--- config.mk ---
export PLATFORM = sky130hd
export DESIGN_NAME = mul_seq_ctrl
export DESIGN_NICKNAME = d
export VERILOG_FILES = /design/src/rtl/mul_seq_ctrl.sv
export SDC_FILE = /design/constraint.sdc
export NUM_CORES = 1
export LEC_CHECK = 0
export CAP_MARGIN = 0
export CORE_ASPECT_RATIO = 1.5
export CORE_MARGIN = 8
export CORE_UTILIZATION = 55
export CTS_CLUSTER_SIZE = 8
export DETAILED_ROUTE_END_ITERATION = 6
export DONT_BUFFER_PORTS = 1
export MAX_ROUTING_LAYER = met4
export PLACE_DENSITY = 0.7
export SYNTH_ARGS = -nofsm -noshare
export SYNTH_HDL_FRONTEND = slang
export SYNTH_SLANG_ARGS = --single-unit
--- constraint.sdc ---
create_clock -name clk -period 2.7 [get_ports clk]
set_clock_uncertainty 0.05 [all_clocks]
set_input_delay 0.54 -clock clk [delete_from_list [all_inputs] [get_ports clk]]
set_output_delay 0.54 -clock clk [all_outputs]
set_load 0.005 [all_outputs]
--- src/rtl/mul_seq_ctrl.sv ---
// mul_seq_ctrl
// Sequential shift-and-add unsigned multiplier with a start/ready/busy/done
// handshake. One multiplier bit is consumed per clock, so an operation takes
// a fixed WIDTH cycles in STEP regardless of the operand values.
//
// Ports:
//   clk      rising-edge clock
//   reset    asynchronous active-high reset, clears all state at once
//   start    request, accepted at an edge only while ready=1
//   abort    synchronous cancel, honoured only while busy=1
//   a, b     multiplicand / multiplier, captured on the accepting edge
//   ready    high in IDLE or DONE (a start would be accepted)
//   busy     high while stepping
//   done     one-cycle pulse, product holds the new result
//   product  registered 2*WIDTH-bit result, holds the last completed product
module mul_seq_ctrl #(
  parameter int WIDTH = 8
) (
  input  logic                 clk,
  input  logic                 reset,
  input  logic                 start,
  input  logic                 abort,
  input  logic [WIDTH-1:0]     a,
  input  logic [WIDTH-1:0]     b,
  output logic                 ready,
  output logic                 busy,
  output logic                 done,
  output logic [2*WIDTH-1:0]   product
);

  localparam int CW = $clog2(WIDTH + 1);

  typedef enum logic [1:0] {
    IDLE = 2'd0,
    STEP = 2'd1,
    DONE = 2'd2
  } state_t;

  state_t             state_q, state_d;
  logic [WIDTH-1:0]   mcand_q, mcand_d;
  logic [WIDTH:0]     acc_q, acc_d;
  logic [WIDTH-1:0]   mplier_q, mplier_d;
  logic [CW-1:0]      cnt_q, cnt_d;
  logic [2*WIDTH-1:0] product_q, product_d;

  logic [WIDTH:0]     sum;
  logic [2*WIDTH:0]   shifted;

  // Next-state and datapath. acc's top bit is always zero between steps
  // (the shift refills it with 0), so adding the full acc is the same as
  // adding its low WIDTH bits and the sum never exceeds WIDTH+1 bits.
  always_comb begin
    state_d   = state_q;
    mcand_d   = mcand_q;
    acc_d     = acc_q;
    mplier_d  = mplier_q;
    cnt_d     = cnt_q;
    product_d = product_q;

    sum     = acc_q + (mplier_q[0] ? {1'b0, mcand_q} : '0);
    shifted = {sum, mplier_q} >> 1;

    case (state_q)
      IDLE, DONE: begin
        if (start) begin
          mcand_d  = a;
          mplier_d = b;
          acc_d    = '0;
          cnt_d    = CW'(WIDTH);
          state_d  = STEP;
        end else begin
          state_d = IDLE;
        end
      end
      STEP: begin
        // Abort wins over completion on the same edge; product is untouched.
        if (abort) begin
          state_d = IDLE;
        end else begin
          acc_d    = shifted[2*WIDTH:WIDTH];
          mplier_d = shifted[WIDTH-1:0];
          cnt_d    = cnt_q - CW'(1);
          if (cnt_q == CW'(1)) begin
            product_d = shifted[2*WIDTH-1:0];
            state_d   = DONE;
          end
        end
      end
      default: begin
        state_d = IDLE;
      end
    endcase
  end

  always_ff @(posedge clk or posedge reset) begin
    if (reset) begin
      state_q   <= IDLE;
      mcand_q   <= '0;
      acc_q     <= '0;
      mplier_q  <= '0;
      cnt_q     <= '0;
      product_q <= '0;
    end else begin
      state_q   <= state_d;
      mcand_q   <= mcand_d;
      acc_q     <= acc_d;
      mplier_q  <= mplier_d;
      cnt_q     <= cnt_d;
      product_q <= product_d;
    end
  end

  // Handshake outputs decode the state register only, so there is no
  // combinational path from any input to any output.
  assign ready   = (state_q == IDLE) || (state_q == DONE);
  assign busy    = (state_q == STEP);
  assign done    = (state_q == DONE);
  assign product = product_q;

endmodule
# ---- After elaboration in Yosys (flattened, before gate mapping)
# Cells that the tools add are included.
dict set report op_classes {
  n_addsub 2
  n_eq_ne 6
  n_mux 14
  n_bitwise 1
  reduce_logical 7
}
# op n
set op_table {}
lappend op_table {{$mux 8} 3}
lappend op_table {{$mux 9} 2}
lappend op_table {{$pmux 9 s2} 1}
lappend op_table {{$pmux 8 s2} 1}
lappend op_table {{$add 9x8->9} 1}
lappend op_table {{$mux 4} 2}
lappend op_table {{$pmux 4 s2} 1}
lappend op_table {{$reduce_and 3->1} 2}
lappend op_table {{$eq 4x1->1 const B} 1}
lappend op_table {{$mux 2} 2}
lappend op_table {{$ne 2x2->1 const B} 2}
lappend op_table {{$pmux 2 s2} 1}
lappend op_table {{$sub 4x1->4 const B} 1}
lappend op_table {{$ne 3x2->1 const B} 1}
lappend op_table {{$eq 2x1->1 const B} 1}
lappend op_table {{$eq 2x2->1 const B} 1}
lappend op_table {{$logic_not 2->1} 1}
lappend op_table {{$reduce_and 2->1} 1}
lappend op_table {{$reduce_bool 2->1} 1}
lappend op_table {{$reduce_or 2->1} 1}
lappend op_table {{$logic_or 1x1->1} 1}
lappend op_table {{$mux 1} 1}
lappend op_table {{$not 1->1} 1}
dict set report word_totals {
  reg_bits 47
  in_bits 20
}

# ---- Longest topological paths before layout
dict set report depth {
  ltp_word 4
  mapped_depth 8
  depth_no_buf 7
}

# ---- Worst setup path before layout
# No wires, ideal clock.
dict set report synth_path {
  path_kind {flip-flop to flip-flop}
  startpoint {register mplier_q[0]}
  endpoint {register product_q[13] (netlist: product[13])}
  arrival_ps 1863
  slack_ps 651
  stages_incl_launch_ff 8
  path_buffers 0
  path_cell_list {dfrtp_1 -> and2_1 -> ha_1 -> fa_1 -> a21o_1 -> a221oi_1 -> xor2_1 -> o21ai_0}
}
dict set report synth_via {
  elab_chain_cells 2
}
# item line_no
set synth_lines {}
lappend synth_lines {{start, declared} 42} ;# logic [WIDTH-1:0] mplier_q, mplier_d;
lappend synth_lines {{start signal, assigned} 107} ;# mplier_q <= mplier_d;
lappend synth_lines {{$mux 8} 60} ;# sum = acc_q + (mplier_q[0] ? {1'b0, mcand_q} : '0);
lappend synth_lines {{$add 9x8->9} 60}
lappend synth_lines {{end signal, assigned} 109} ;# product_q <= product_d;
lappend synth_lines {{end, declared} 44} ;# logic [2*WIDTH-1:0] product_q, product_d;
# No other way between the ends.
# A chain may end at the register's enable or synchronous reset.

# ---- Worst setup path after layout
dict set report layout_path {
  startpoint {register mplier_q[0]}
  endpoint {register acc_q[5]}
}
dict set report layout_via {
  elab_chain_cells 4
}
# item line_no
set layout_lines {}
lappend layout_lines {{$mux 8} 60}
lappend layout_lines {{$add 9x8->9} 60}
lappend layout_lines {{$mux 9} 77} ;# if (abort) begin
lappend layout_lines {{$pmux 9 s2} 63} ;# case (state_q)
lappend layout_lines {{end signal, assigned} 99} ;# acc_q <= '0;
lappend layout_lines {{end signal, assigned} 106} ;# acc_q <= acc_d;
lappend layout_lines {{end, declared} 41} ;# logic [WIDTH:0] acc_q, acc_d;
# No other way between the ends. The select of a mux whose other input is x is not followed.

==> results.json <==
{
  "maxCapViolCount": 0,
  "yosysTopAreaCellShare": 0.519,
  "end_kind": "flop",
  "clock_latency_ps": 300,
  "cts_tree": "done",
  "clockBufferDepth": 2,
  "rsz0062_at_grt": "false",
  "ys_top_cells_by_count": "67 x nand2_1, 46 x dfrtp_1, 13 x nand3_1, 13 x o21ai_0, 12 x a21oi_1",
  "synth_area_sq_um": 2220,
  "grt_pass1_vias": 1619,
  "instances_no_fill": 281,
  "num_rows": 28,
  "final-hold-violation-count": 0,
  "cpMaxStageDelayCell": "dfrtp_1",
  "viasPerCell": 5.74,
  "worstSetupPathType": "reg2reg",
  "synthesis.nets": 266,
  "crit_family": "adder cells",
  "period_share": 0.812,
  "die-area_sq_um": 6370,
  "die-height_microns": 93.8,
  "yosys_warnings": 0,
  "grt_start_max_net_pins": 47,
  "area_growth_pct": 6.65,
  "cts_made_buffers": 5,
  "first_pass_iters": 4,
  "n_antenna_cell": 0,
  "final_cell_area_sq_um": 2370,
  "min_period_ps": 2190,
  "tightest_slew_ps": 933,
  "grt_usage": 0.167,
  "syn_inst": 235,
  "drcViolationCount": 0,
  "peakVddDrop_v": 0.000735,
  "p_per_area_nw_per_um2": 999,
  "antenna_found_initial": 0,
  "cts.clk_slew.worst_paths_ps": 90,
  "synth_edf_count": 0,
  "netlist_top_cells_area": "dfrtp_1 52%, nand2_1 11%, ha_1 5.6%",
  "ys_seq_area_frac": 0.519,
  "initial_core_util": 0.566,
  "coreArea_sq_um": 3920,
  "dpl_cell_area_sq_um": 2250,
  "clock-sinks": 46,
  "outcome": "finished, final reports clean",
  "port_buffers": 0,
  "yosys.area_share.simple": 0.236,
  "hp-class": "in2async",
  "synth_seq_cells": 46,
  "synth_top_family_by_area": "simple AND/OR/NAND/NOR gates",
  "ioPinCount": 39,
  "yosys_most_used_dff": "dfrtp_1",
  "die_w_microns": 67.9,
  "tns_ps": 0,
  "worstPathMaxFanout": 9,
  "hold_buffers": 0,
  "synth.largest_area_cell": "dfrtp_1",
  "place.gp.congestion": 0.836,
  "synth.area.mux_share": 0.0361,
  "cts_root_buffer": "clkbuf_8",
  "path_buf_inv": 0,
  "overflow": 0,
  "max_freq_mhz": 456,
  "slew_headroom": 0.377,
  "fin_nets": 266,
  "post-cts-setup-buffers": 0,
  "crit_arrival_ps": 2310,
  "synth-adder-area-share": 0.0654,
  "synth_xor_xnor_area_share": 0.0237,
  "syn_area_per_cell_sq_um": 9.45,
  "vias": 1614,
  "worstSetupStartpointType": "flop",
  "reg2reg_depth": 7,
  "power.leakage_nw": 1.18,
  "htreeDepth": 2,
  "async_reset_ff_frac": 1.00,
  "grt_pass1_wl_mm": 7.81,
  "drt-total-wl_mm": 4.77,
  "final_max_slew_viol_count": 0,
  "drt_first_iter_violations": 84,
  "cpPeakStageDelay_ps": 440,
  "synth-compound-area-share": 0.0913,
  "ys_types": 31,
  "hpwl_mm": 3.55,
  "wire_per_inst_microns": 17.0,
  "setup_viol": 0,
  "rr_startpoint": "mplier_q[0]",
  "reg2reg_to": "acc_q[5]",
  "cts_resized": 0,
  "drtAntennaViolNets": 0,
  "path_cells": "and2_1 -> ha_1 -> fa_1 -> a21o_1 -> a221oi_1 -> xor2_1 -> o21ai_0",
  "reg2reg_slack_ps": 510,
  "synth_most_common_cell": "nand2_1",
  "required_ps": 2820,
  "drive_above_1_share": 0.0593,
  "dp.cells": 273
}
[worst max-delay path by stage]
stage | start | endpoint | slack, ps | cells past startpoint
3_3_place_gp | mplier_q[0] | acc_q[6] | 530 | 6
3_5_place_dp | mplier_q[0] | acc_q[5] | 500 | 7
5_1_grt | mplier_q[0] | acc_q[5] | 360 | 7
6_report | mplier_q[0] | acc_q[5] | 510 | 7
2_1_floorplan | mplier_q[0] | product[13] | 650 | 7
4_1_cts | mplier_q[0] | acc_q[6] | 500 | 6
[state kept, by name, indices dropped and copies added, names as in the netlist]
signal	count
product	16
mcand_q	8
mplier_q	8
cnt_q	4
acc_q	8
state_q	2
[per-stage QoR]
step                hold WS (ps)  total power, mW  setup WS [ps]  utilization
floorplan                    387             1.66            651            -
global placement             412             1.86            525        0.574
detailed placement           414             1.87            495        0.574
CTS                          278             2.39            497        0.603
global route                 280             2.54            362        0.603
finish                       261             2.36            507        0.603
[where the power goes]
group | internal [mW] | switching (mW) | total [mW]
clock network | 0.275 | 0.241 | 0.517
logic | 0.303 | 0.423 | 0.726
registers | 0.928 | 0.193 | 1.12
[worst reg2reg max path, cell delays in order, from the launching register on]
cell and delay [ps]:
dfrtp_1 440, and2_1 160, ha_1 200, fa_1 410, a21o_1 220, a221oi_1 300, xor2_1 200, o21ai_0 90
[cell usage in the layout (no fill, tap or decap), drive strengths merged, types with 4 or more instances in the layout]
cell and count:
or4 5, nand3 13, mux2i 8, nand2 67
inv 7, dfrtp 46, and2 8, a21oi 12
clkbuf 5, nor2 10, o21ai 13, ha 10
o211ai 4
[metal layers]
layer,vias up,wire (microns),track usage
met5,-,0,-
met4,0,66,0.0566
met3,5,285,0.0585
met2,34,2520,0.282
met1,782,1900,0.176
li1,793,-,-
[kinds of logic after synthesis]
logic type	Yosys count
AOI/OAI and AO/OA	35
xor gates and xnor gates	6
adders and majority gates	11
buffers and inverters	16
DFF	46
muxes	8
and+or+nand+nor	113
[final cells by class]
class	instances	area [sq um]
clock buffers	5	68.8
clock inverters	3	45.0
fillers	347	1560
inverters	7	26.3
multi-input cells	173	1000
flip-flops and latches	46	1150
well taps	45	56.3
repair buffers	2	15.0
(Power assumes the default switching activity.)
